## src/rtl/sender_ot_pkg.sv

```systemverilog
// Shared types and helpers for the OT sender packer and its modexp unit.
package sender_ot_pkg;

  typedef enum logic [2:0] {IDLE, CHK, EXP, RED, NEXT, DONE} state_t;

  typedef enum logic {OP_EXP, OP_RED} mx_op_t;

  // Worst-case cycles from gen acceptance to gen_end.
  function automatic int latency_bound(input int num_msg, input int width);
    return num_msg * (2 * width + 3) * (width + 2) + 4;
  endfunction

  // Bit offset of channel ch inside a flat NUM_MSG*WIDTH bus.
  function automatic int chan_lsb(input int ch, input int width);
    return ch * width;
  endfunction

endpackage

```

## src/rtl/sender_ot_pack_multi_if.sv

```systemverilog
// Job request / result bundle between the key store, the packer and the link transmitter.
interface sender_ot_pack_multi_if #(
  parameter int WIDTH   = 32,
  parameter int NUM_MSG = 2
);
  logic                     gen;
  logic                     abort;
  logic [NUM_MSG*WIDTH-1:0] message;
  logic [NUM_MSG*WIDTH-1:0] rand_val;
  logic [WIDTH-1:0]         N;
  logic [WIDTH-1:0]         d;
  logic [WIDTH-1:0]         received_data;
  logic [NUM_MSG*WIDTH-1:0] packed_data;
  logic                     gen_end;
  logic                     busy;
  logic                     err;

  modport master (
    output gen, abort, message, rand_val, N, d, received_data,
    input  packed_data, gen_end, busy, err
  );

  modport slave (
    input  gen, abort, message, rand_val, N, d, received_data,
    output packed_data, gen_end, busy, err
  );
endinterface

```

## src/rtl/ot_modexp_unit.sv

```systemverilog
// Sequential modexp (right-to-left binary) and shift-subtract reduction sharing one
// double-and-add-mod-N step; every multiply or reduction takes exactly WIDTH+1 steps.
module ot_modexp_unit
  import sender_ot_pkg::*;
#(
  parameter int WIDTH = 32
) (
  input  logic             clk,
  input  logic             rst,
  input  logic             clear,
  input  logic             start,
  input  mx_op_t           op,
  input  logic [WIDTH:0]   operand,
  input  logic [WIDTH-1:0] exponent,
  input  logic [WIDTH-1:0] modulus,
  output logic [WIDTH-1:0] result,
  output logic             done
);
  localparam int CNT_W = $clog2(WIDTH + 2);
  localparam logic [CNT_W-1:0] STEPS = CNT_W'(WIDTH + 1);

  typedef enum logic [2:0] {U_IDLE, U_BRED, U_CHKE, U_MUL1, U_MUL2, U_RRED, U_DONE} ustate_t;

  ustate_t          ustate_reg, ustate_next;
  logic [WIDTH-1:0] acc_reg, a_reg, mod_reg, exp_reg, base_reg, res_reg;
  logic [WIDTH:0]   mulr_reg;
  logic [CNT_W-1:0] cnt_reg;
  logic [WIDTH:0]   dbl, mod_ext, add_val, t2;
  logic [WIDTH-1:0] t1, acc_next;
  logic             last_step;

  // acc < N always holds, so 2*acc and t1+addend stay below 2N: one subtract each.
  always_comb begin
    mod_ext = {1'b0, mod_reg};
    dbl     = {acc_reg, 1'b0};
    t1      = (dbl >= mod_ext) ? dbl[WIDTH-1:0] - mod_reg : dbl[WIDTH-1:0];
    if (ustate_reg == U_BRED || ustate_reg == U_RRED)
      add_val = {{WIDTH{1'b0}}, mulr_reg[WIDTH]};
    else
      add_val = mulr_reg[WIDTH] ? {1'b0, a_reg} : '0;
    t2       = {1'b0, t1} + add_val;
    acc_next = (t2 >= mod_ext) ? t2[WIDTH-1:0] - mod_reg : t2[WIDTH-1:0];
  end

  assign last_step = (cnt_reg == CNT_W'(1));

  always_ff @(posedge clk or posedge rst) begin
    if (rst) ustate_reg <= U_IDLE;
    else     ustate_reg <= ustate_next;
  end

  always_comb begin
    ustate_next = ustate_reg;
    case (ustate_reg)
      U_IDLE:  if (start) ustate_next = (op == OP_EXP) ? U_BRED : U_RRED;
      U_BRED:  if (last_step) ustate_next = U_CHKE;
      U_CHKE:  ustate_next = (exp_reg == '0) ? U_DONE : U_MUL1;
      U_MUL1:  if (last_step) ustate_next = U_MUL2;
      U_MUL2:  if (last_step) ustate_next = U_CHKE;
      U_RRED:  if (last_step) ustate_next = U_DONE;
      default: ustate_next = U_IDLE;
    endcase
    if (clear) ustate_next = U_IDLE;
  end

  assign done   = (ustate_reg == U_DONE);
  assign result = res_reg;

  always_ff @(posedge clk or posedge rst) begin
    if (rst) begin
      acc_reg  <= '0;
      a_reg    <= '0;
      mod_reg  <= '0;
      exp_reg  <= '0;
      base_reg <= '0;
      res_reg  <= '0;
      mulr_reg <= '0;
      cnt_reg  <= '0;
    end else begin
      case (ustate_reg)
        U_IDLE: if (start) begin
          mod_reg  <= modulus;
          exp_reg  <= exponent;
          res_reg  <= (modulus == WIDTH'(1)) ? '0 : WIDTH'(1);
          mulr_reg <= operand;
          acc_reg  <= '0;
          cnt_reg  <= STEPS;
        end
        U_CHKE: if (exp_reg != '0) begin
          mulr_reg <= {1'b0, res_reg};
          a_reg    <= base_reg;
          acc_reg  <= '0;
          cnt_reg  <= STEPS;
        end
        U_BRED, U_MUL1, U_MUL2, U_RRED: begin
          acc_reg  <= acc_next;
          mulr_reg <= {mulr_reg[WIDTH-1:0], 1'b0};
          cnt_reg  <= cnt_reg - CNT_W'(1);
          if (last_step) begin
            acc_reg <= '0;
            cnt_reg <= STEPS;
            case (ustate_reg)
              U_BRED: base_reg <= acc_next;
              // Multiply always runs so timing is independent of the exponent bit value.
              U_MUL1: begin
                if (exp_reg[0]) res_reg <= acc_next;
                mulr_reg <= {1'b0, base_reg};
                a_reg    <= base_reg;
              end
              U_MUL2: begin
                base_reg <= acc_next;
                exp_reg  <= exp_reg >> 1;
              end
              default: res_reg <= acc_next;
            endcase
          end
        end
        default: ;
      endcase
    end
  end
endmodule

```

## src/rtl/sender_ot_pack_multi.sv

```systemverilog
// OT sender packer: packed_i = (m_i + (v - x_i)^d mod N) mod N for NUM_MSG channels,
// processed in ascending order through one time-shared modexp unit.
module sender_ot_pack_multi
  import sender_ot_pkg::*;
#(
  parameter int WIDTH   = 32,
  parameter int NUM_MSG = 2
) (
  input logic                   clk,
  input logic                   rst,
  sender_ot_pack_multi_if.slave bus
);
  localparam int CW = $clog2(NUM_MSG);

  state_t                   state_reg, state_next;
  logic [CW-1:0]            ch_reg;
  logic [WIDTH-1:0]         msg_reg    [NUM_MSG];
  logic [WIDTH-1:0]         rnd_reg    [NUM_MSG];
  logic [WIDTH-1:0]         shadow_reg [NUM_MSG];
  logic [WIDTH-1:0]         packed_reg [NUM_MSG];
  logic [WIDTH-1:0]         msg_in     [NUM_MSG];
  logic [WIDTH-1:0]         rnd_in     [NUM_MSG];
  logic [WIDTH-1:0]         n_reg, d_reg, v_reg, r_reg;
  logic                     launched_reg, busy_reg, gen_end_reg, err_reg;
  logic                     cancel, v_ge;
  logic [WIDTH-1:0]         cur_m, cur_x, diff, addend;
  logic [WIDTH:0]           c_val;
  logic                     mx_start, mx_done;
  mx_op_t                   mx_op;
  logic [WIDTH:0]           mx_operand;
  logic [WIDTH-1:0]         mx_result;
  logic [NUM_MSG*WIDTH-1:0] packed_flat;

  for (genvar gi = 0; gi < NUM_MSG; gi++) begin : g_ch
    assign msg_in[gi] = bus.message[chan_lsb(gi, WIDTH) +: WIDTH];
    assign rnd_in[gi] = bus.rand_val[chan_lsb(gi, WIDTH) +: WIDTH];
    assign packed_flat[chan_lsb(gi, WIDTH) +: WIDTH] = packed_reg[gi];
  end

  assign cancel           = bus.abort && (state_reg != IDLE);
  assign bus.packed_data  = packed_flat;
  assign bus.gen_end      = gen_end_reg;
  assign bus.busy         = busy_reg;
  assign bus.err          = err_reg;

  // For v < x and odd d, (v-x)^d = -(|v-x|^d), i.e. N - r; N itself reduces to 0 later.
  always_comb begin
    cur_m  = msg_reg[ch_reg];
    cur_x  = rnd_reg[ch_reg];
    v_ge   = (v_reg >= cur_x);
    diff   = v_ge ? v_reg - cur_x : cur_x - v_reg;
    addend = (v_ge || !d_reg[0]) ? r_reg : n_reg - r_reg;
    c_val  = {1'b0, cur_m} + {1'b0, addend};
  end

  always_ff @(posedge clk or posedge rst) begin
    if (rst) state_reg <= IDLE;
    else     state_reg <= state_next;
  end

  always_comb begin
    state_next = state_reg;
    case (state_reg)
      IDLE:    if (bus.gen) state_next = CHK;
      CHK:     state_next = (n_reg == '0) ? DONE : EXP;
      EXP:     if (mx_done) state_next = RED;
      RED:     if (mx_done) state_next = NEXT;
      NEXT:    state_next = (ch_reg == CW'(NUM_MSG - 1)) ? DONE : EXP;
      default: state_next = IDLE;
    endcase
    if (cancel) state_next = IDLE;
  end

  always_comb begin
    mx_start   = 1'b0;
    mx_op      = OP_EXP;
    mx_operand = {1'b0, diff};
    case (state_reg)
      EXP: mx_start = !launched_reg;
      RED: begin
        mx_start   = !launched_reg;
        mx_op      = OP_RED;
        mx_operand = c_val;
      end
      default: ;
    endcase
  end

  ot_modexp_unit #(.WIDTH(WIDTH)) u_modexp (
    .clk      (clk),
    .rst      (rst),
    .clear    (cancel),
    .start    (mx_start),
    .op       (mx_op),
    .operand  (mx_operand),
    .exponent (d_reg),
    .modulus  (n_reg),
    .result   (mx_result),
    .done     (mx_done)
  );

  always_ff @(posedge clk or posedge rst) begin
    if (rst) begin
      ch_reg       <= '0;
      n_reg        <= '0;
      d_reg        <= '0;
      v_reg        <= '0;
      r_reg        <= '0;
      launched_reg <= 1'b0;
      busy_reg     <= 1'b0;
      gen_end_reg  <= 1'b0;
      err_reg      <= 1'b0;
      for (int i = 0; i < NUM_MSG; i++) begin
        msg_reg[i]    <= '0;
        rnd_reg[i]    <= '0;
        shadow_reg[i] <= '0;
        packed_reg[i] <= '0;
      end
    end else begin
      gen_end_reg <= 1'b0;
      if (cancel) begin
        busy_reg     <= 1'b0;
        launched_reg <= 1'b0;
      end else begin
        case (state_reg)
          IDLE: if (bus.gen) begin
            for (int i = 0; i < NUM_MSG; i++) begin
              msg_reg[i] <= msg_in[i];
              rnd_reg[i] <= rnd_in[i];
            end
            n_reg    <= bus.N;
            d_reg    <= bus.d;
            v_reg    <= bus.received_data;
            err_reg  <= 1'b0;
            busy_reg <= 1'b1;
          end
          CHK: begin
            ch_reg <= '0;
            if (n_reg == '0) err_reg <= 1'b1;
          end
          EXP, RED: begin
            if (mx_start) launched_reg <= 1'b1;
            if (mx_done) begin
              launched_reg <= 1'b0;
              if (state_reg == EXP) r_reg <= mx_result;
              else                  shadow_reg[ch_reg] <= mx_result;
            end
          end
          NEXT: if (ch_reg != CW'(NUM_MSG - 1)) ch_reg <= ch_reg + CW'(1);
          DONE: begin
            if (!err_reg) packed_reg <= shadow_reg;
            gen_end_reg <= 1'b1;
            busy_reg    <= 1'b0;
          end
          default: ;
        endcase
      end
    end
  end
endmodule

```

## src/flat_wrapper.sv

```systemverilog
// flat-port wrapper written by rule: the top's interface ports become plain ports
module sender_ot_pack_multi_flat import sender_ot_pkg::*;
#(
  parameter int WIDTH   = 32,
  parameter int NUM_MSG = 2
)
  (clk, rst, bus_gen, bus_abort, bus_message, bus_rand_val, bus_N, bus_d, bus_received_data, bus_packed_data, bus_gen_end, bus_busy, bus_err);
  sender_ot_pack_multi_if #(.WIDTH(WIDTH), .NUM_MSG(NUM_MSG)) bus_i ();
  input logic clk;
  input logic rst;
  input wire logic [$bits(bus_i.gen)-1:0] bus_gen;
  input wire logic [$bits(bus_i.abort)-1:0] bus_abort;
  input wire logic [$bits(bus_i.message)-1:0] bus_message;
  input wire logic [$bits(bus_i.rand_val)-1:0] bus_rand_val;
  input wire logic [$bits(bus_i.N)-1:0] bus_N;
  input wire logic [$bits(bus_i.d)-1:0] bus_d;
  input wire logic [$bits(bus_i.received_data)-1:0] bus_received_data;
  output wire logic [$bits(bus_i.packed_data)-1:0] bus_packed_data;
  output wire logic [$bits(bus_i.gen_end)-1:0] bus_gen_end;
  output wire logic [$bits(bus_i.busy)-1:0] bus_busy;
  output wire logic [$bits(bus_i.err)-1:0] bus_err;
  assign bus_i.gen = bus_gen;
  assign bus_i.abort = bus_abort;
  assign bus_i.message = bus_message;
  assign bus_i.rand_val = bus_rand_val;
  assign bus_i.N = bus_N;
  assign bus_i.d = bus_d;
  assign bus_i.received_data = bus_received_data;
  assign bus_packed_data = bus_i.packed_data;
  assign bus_gen_end = bus_i.gen_end;
  assign bus_busy = bus_i.busy;
  assign bus_err = bus_i.err;
  sender_ot_pack_multi #(.WIDTH(WIDTH), .NUM_MSG(NUM_MSG)) u_core (.clk(clk), .rst(rst), .bus(bus_i));
endmodule
```

## config.mk

```make
export PLATFORM = sky130hd
export DESIGN_NAME = sender_ot_pack_multi_flat
export DESIGN_NICKNAME = d
export VERILOG_FILES = /design/src/rtl/sender_ot_pkg.sv /design/src/rtl/sender_ot_pack_multi_if.sv /design/src/rtl/ot_modexp_unit.sv /design/src/rtl/sender_ot_pack_multi.sv /design/src/flat_wrapper.sv
export SDC_FILE = /design/constraint.sdc
export NUM_CORES = 2
export LEC_CHECK = 0
export BUFFER_PORTS_ARGS = -buffer_cell sky130_fd_sc_hd__buf_2
export CORE_UTILIZATION = 51
export DETAILED_ROUTE_END_ITERATION = 7
export PLACE_DENSITY_LB_ADDON = 0.15
export SLEW_MARGIN = 20
export SYNTH_ARGS = -nofsm -noshare
export SYNTH_HDL_FRONTEND = slang
export SYNTH_SLANG_ARGS = --single-unit
```

## constraint.sdc

```tcl
create_clock -name clk -period 22 [get_ports clk]
set_clock_uncertainty 0.1 [all_clocks]
set_input_delay 2.2 -clock clk [delete_from_list [all_inputs] [get_ports clk]]
set_output_delay 2.2 -clock clk [all_outputs]
set_load 0.05 [all_outputs]
```

==> results.py <==
metrics = {
    "logic_synthesis": {
        "seq_area_frac_synth_pct": 41.3,
        "yosysTopAreaCell": "dfrtp_1",
        "synth_common_cells": "dfrtp_1 (626), nand2_1 (465), mux2_2 (393)",
        "synth_nets": 4369,
        "ys_async_sr_fraction_pct": 100,
        "syn_area_um2": 37900,
        "yosys.cell_types.count": 88,
        "synth_edf_count": 0,
        "yosysMostFrequentCell": "dfrtp_1",
        "syn_inst": 3910,
        "synth_top_flop_cell": "dfrtp_1",
        "synth-seq-cells": 626,
        "ys_top_cells_by_area": "dfrtp_1 (41%), mux2_2 (12%), ha_1 (7.4%), o21ai_0 (5.1%), nand2_1 (4.6%)",
        "yosysTopAreaCellShare_pct": 41.3,
        "ys_warn_count": 0,
        "avgSynthCellArea_um2": 9.69,
    },
    "critical_path": {
        "crit_path_max_incr_delay_ns": 0.61,
        "r2r_slack_ns": 13.38,
        "r2r_cells": 29,
        "crit_required_ns": 22.43,
        "critical_path_depth": 29,
        "cp_common_cell": "ha_1",
        "critPathBufInv": 2,
        "path_class": "reg -> reg",
        "cp-end-kind": "flop",
        "path_max_fanout": 53,
        "rr_endpoint": "u_core.u_modexp.base_reg[24]",
        "start_kind": "flop",
        "arrival_ns": 9.05,
        "crit_path_top_delay_cell": "o31ai_1",
        "r2r_start": "u_core.u_modexp.acc_reg[5]",
        "critPathLaunch": "u_core.u_modexp.acc_reg[5]",
        "setup.worst_path.end": "u_core.u_modexp.base_reg[24]",
        "cpLargestDelayFamily": "compound AO/OA/AOI/OAI gates",
    },
    "clocking": {
        "cts_buffers": 72,
        "cts_tree": "done",
        "cts_hold_buf": 0,
        "h-tree-depth": 3,
        "cts.repair.resized": 0,
        "cts_sinks": 626,
        "path_clk_slew_ns": 0.07,
        "root_buffer": "clkbuf_16",
        "cts_setup_buffers": 0,
        "cts_buffer_depth": 3,
        "worstSkewPairLatency_ns": 0.64,
    },
    "die": {
        "start_util_pct": 51.8,
        "die-area_um2": 75400,
        "io_pins": 295,
        "die_x_um": 275,
        "std_cell_rows": 99,
        "die_h_um": 275,
        "fp.coreArea_um2": 73200,
    },
    "placement": {
        "port_buffers": 294,
        "post-dp-hpwl_mm": 85.4,
        "gp_congestion": 0.960,
    },
    "timing": {
        "hold_viol_final": 0,
        "rsz0062_at_grt": "no",
        "worst_pin_slew_ns": 1.10,
        "max_freq_mhz": 116,
        "setup_viol": 0,
        "finalCriticalPeriod_ns": 8.62,
        "fin_setup_tns_ns": 0,
        "slew_headroom_pct": 26.9,
        "fin_crit_sh_pct": 39.2,
        "final-max-slew-violation-count": 0,
    },
    "final_layout": {
        "area_growth_pct": 12.7,
        "drive_gt1_share_pct": 21.1,
        "nets": 4583,
    },
    "routing": {
        "drt-pass1-iter-count": 8,
        "wl_mm": 116,
        "viasPerCell": 5.93,
        "drtAntennaViolNets": 0,
        "vias": 30511,
        "drc": 22,
        "wl_per_cell_um": 22.5,
        "drt-initial-drc-count": 2692,
    },
    "grt": {
        "grt_start_max_net_pins": 186,
        "grt_pass1_wl_mm": 176,
        "grt_usage_pct": 30.6,
        "antenna_found_initial": 5,
        "grt_pass1_vias": 29180,
        "overflow": 0,
    },
    "status": {
        "violations": "DRC",
        "status": "finished with violations",
    },
    "worst_hold_path": {
        "hp-class": "reg -> reg",
    },
    "run": {
        "max-cap-violations": 0,
    },
}
through the flow:
| stage | hold WS (ns) | area (µm²) | utilization [%] | cells | worst slack (ns) |
|---|---|---|---|---|---|
| 6_report | 0.386 | 42700 | 58.3 | 5144 | 13.38 |
| 5_1_grt | 0.390 | 42700 | 58.3 | 5141 | 12.73 |
| 4_1_cts | 0.374 | 42700 | 58.3 | 5141 | 13.48 |
| 3_5_place_dp | 0.367 | 40200 | 54.9 | 5009 | 13.50 |
| 3_3_place_gp | 0.353 | 40200 | 54.9 | 5009 | 13.73 |
| 2_1_floorplan | 0.336 | 37900 | - | 3910 | 2.17 |
cells in the final DEF, fill, tap and decap left out, types with 17 or more instances in the layout:
cell type | synthesis | routed
nand2b_1 | 33 | 33
a21o_1 | 92 | 92
o21bai_1 | 31 | 31
o211ai_1 | 23 | 23
a31oi_1 | 29 | 29
o21ai_0 | 385 | 385
buf_2 | 24 | 294
a21oi_1 | 300 | 299
and2_1 | 43 | 43
xnor2_1 | 98 | 98
and3_1 | 18 | 18
nand2_1 | 465 | 464
o31ai_1 | 19 | 19
xor2_1 | 62 | 62
mux2_2 | 393 | 393
buf_4 | 5 | 27
nor2_1 | 158 | 157
nand3_1 | 45 | 42
mux2_1 | 31 | 31
dfrtp_1 | 626 | 625
nand4_1 | 28 | 28
mux2i_1 | 93 | 93
nor4_1 | 20 | 20
ha_1 | 224 | 224
o21a_1 | 23 | 23
nor2b_1 | 28 | 27
a211oi_1 | 28 | 28
clkbuf_16 | 0 | 72
o221ai_1 | 17 | 17
inv_1 | 175 | 174
nor3_1 | 41 | 37
layout make-up:
| class | count | area, µm² |
|---|---|---|
| fillers | 6558 | 30500 |
| well taps | 959 | 1200 |
| clock inverters | 38 | 526 |
| diodes | 3 | 7.51 |
| repair buffers | 324 | 1730 |
| multi-input cells | 2923 | 20900 |
| inverters | 177 | 672 |
| clock buffers | 94 | 1990 |
| flip-flops and latches | 626 | 15700 |
layer usage:
| layer | GRT usage (%) | wire length [µm] |
|---|---|---|
| met1 | 43.1 | 51500 |
| met2 | 46.7 | 51300 |
| met3 | 4.97 | 7940 |
| met4 | 12.5 | 5100 |
| met5 | 0 | 38 |
worst register-to-register path: cells and delay by family, from the launching register on:
kind | cells | cell delay, ns
flops | 1 | 0.40
mux | 3 | 1.15
simple gates | 3 | 0.45
buf+inv | 2 | 0.85
compound gates | 17 | 4.28
xor+xnor | 1 | 0.10
fa+ha+maj | 3 | 1.18
worst min-delay path by stage:
stage / slack [ns] / startpoint / depth (start not counted) / endpoint
3_3_place_gp: 0.35 / u_core.u_modexp.cnt_reg[4] / 1 / u_core.u_modexp.cnt_reg[4]
4_1_cts: 0.37 / u_core.u_modexp.cnt_reg[4] / 1 / u_core.u_modexp.cnt_reg[4]
6_report: 0.39 / u_core.u_modexp.mulr_reg[17] / 2 / u_core.u_modexp.mulr_reg[17]
2_1_floorplan: 0.34 / u_core.u_modexp.cnt_reg[4] / 1 / u_core.u_modexp.cnt_reg[4]
5_1_grt: 0.39 / u_core.u_modexp.cnt_reg[4] / 1 / u_core.u_modexp.cnt_reg[4]
3_5_place_dp: 0.37 / u_core.u_modexp.cnt_reg[4] / 1 / u_core.u_modexp.cnt_reg[4]
cells by family after synthesis:
kind of cell    share of synthesized area [%]
flops                                    41.3
xor+xnor                                 3.70
compound gates                           17.2
mux                                      15.1
buf+inv                                  3.73
fa+ha+maj                                7.77
simple gates                             11.3
Power is not shown: default switching activity piles up to over one toggle a cycle in this logic, so the estimate is an artifact.
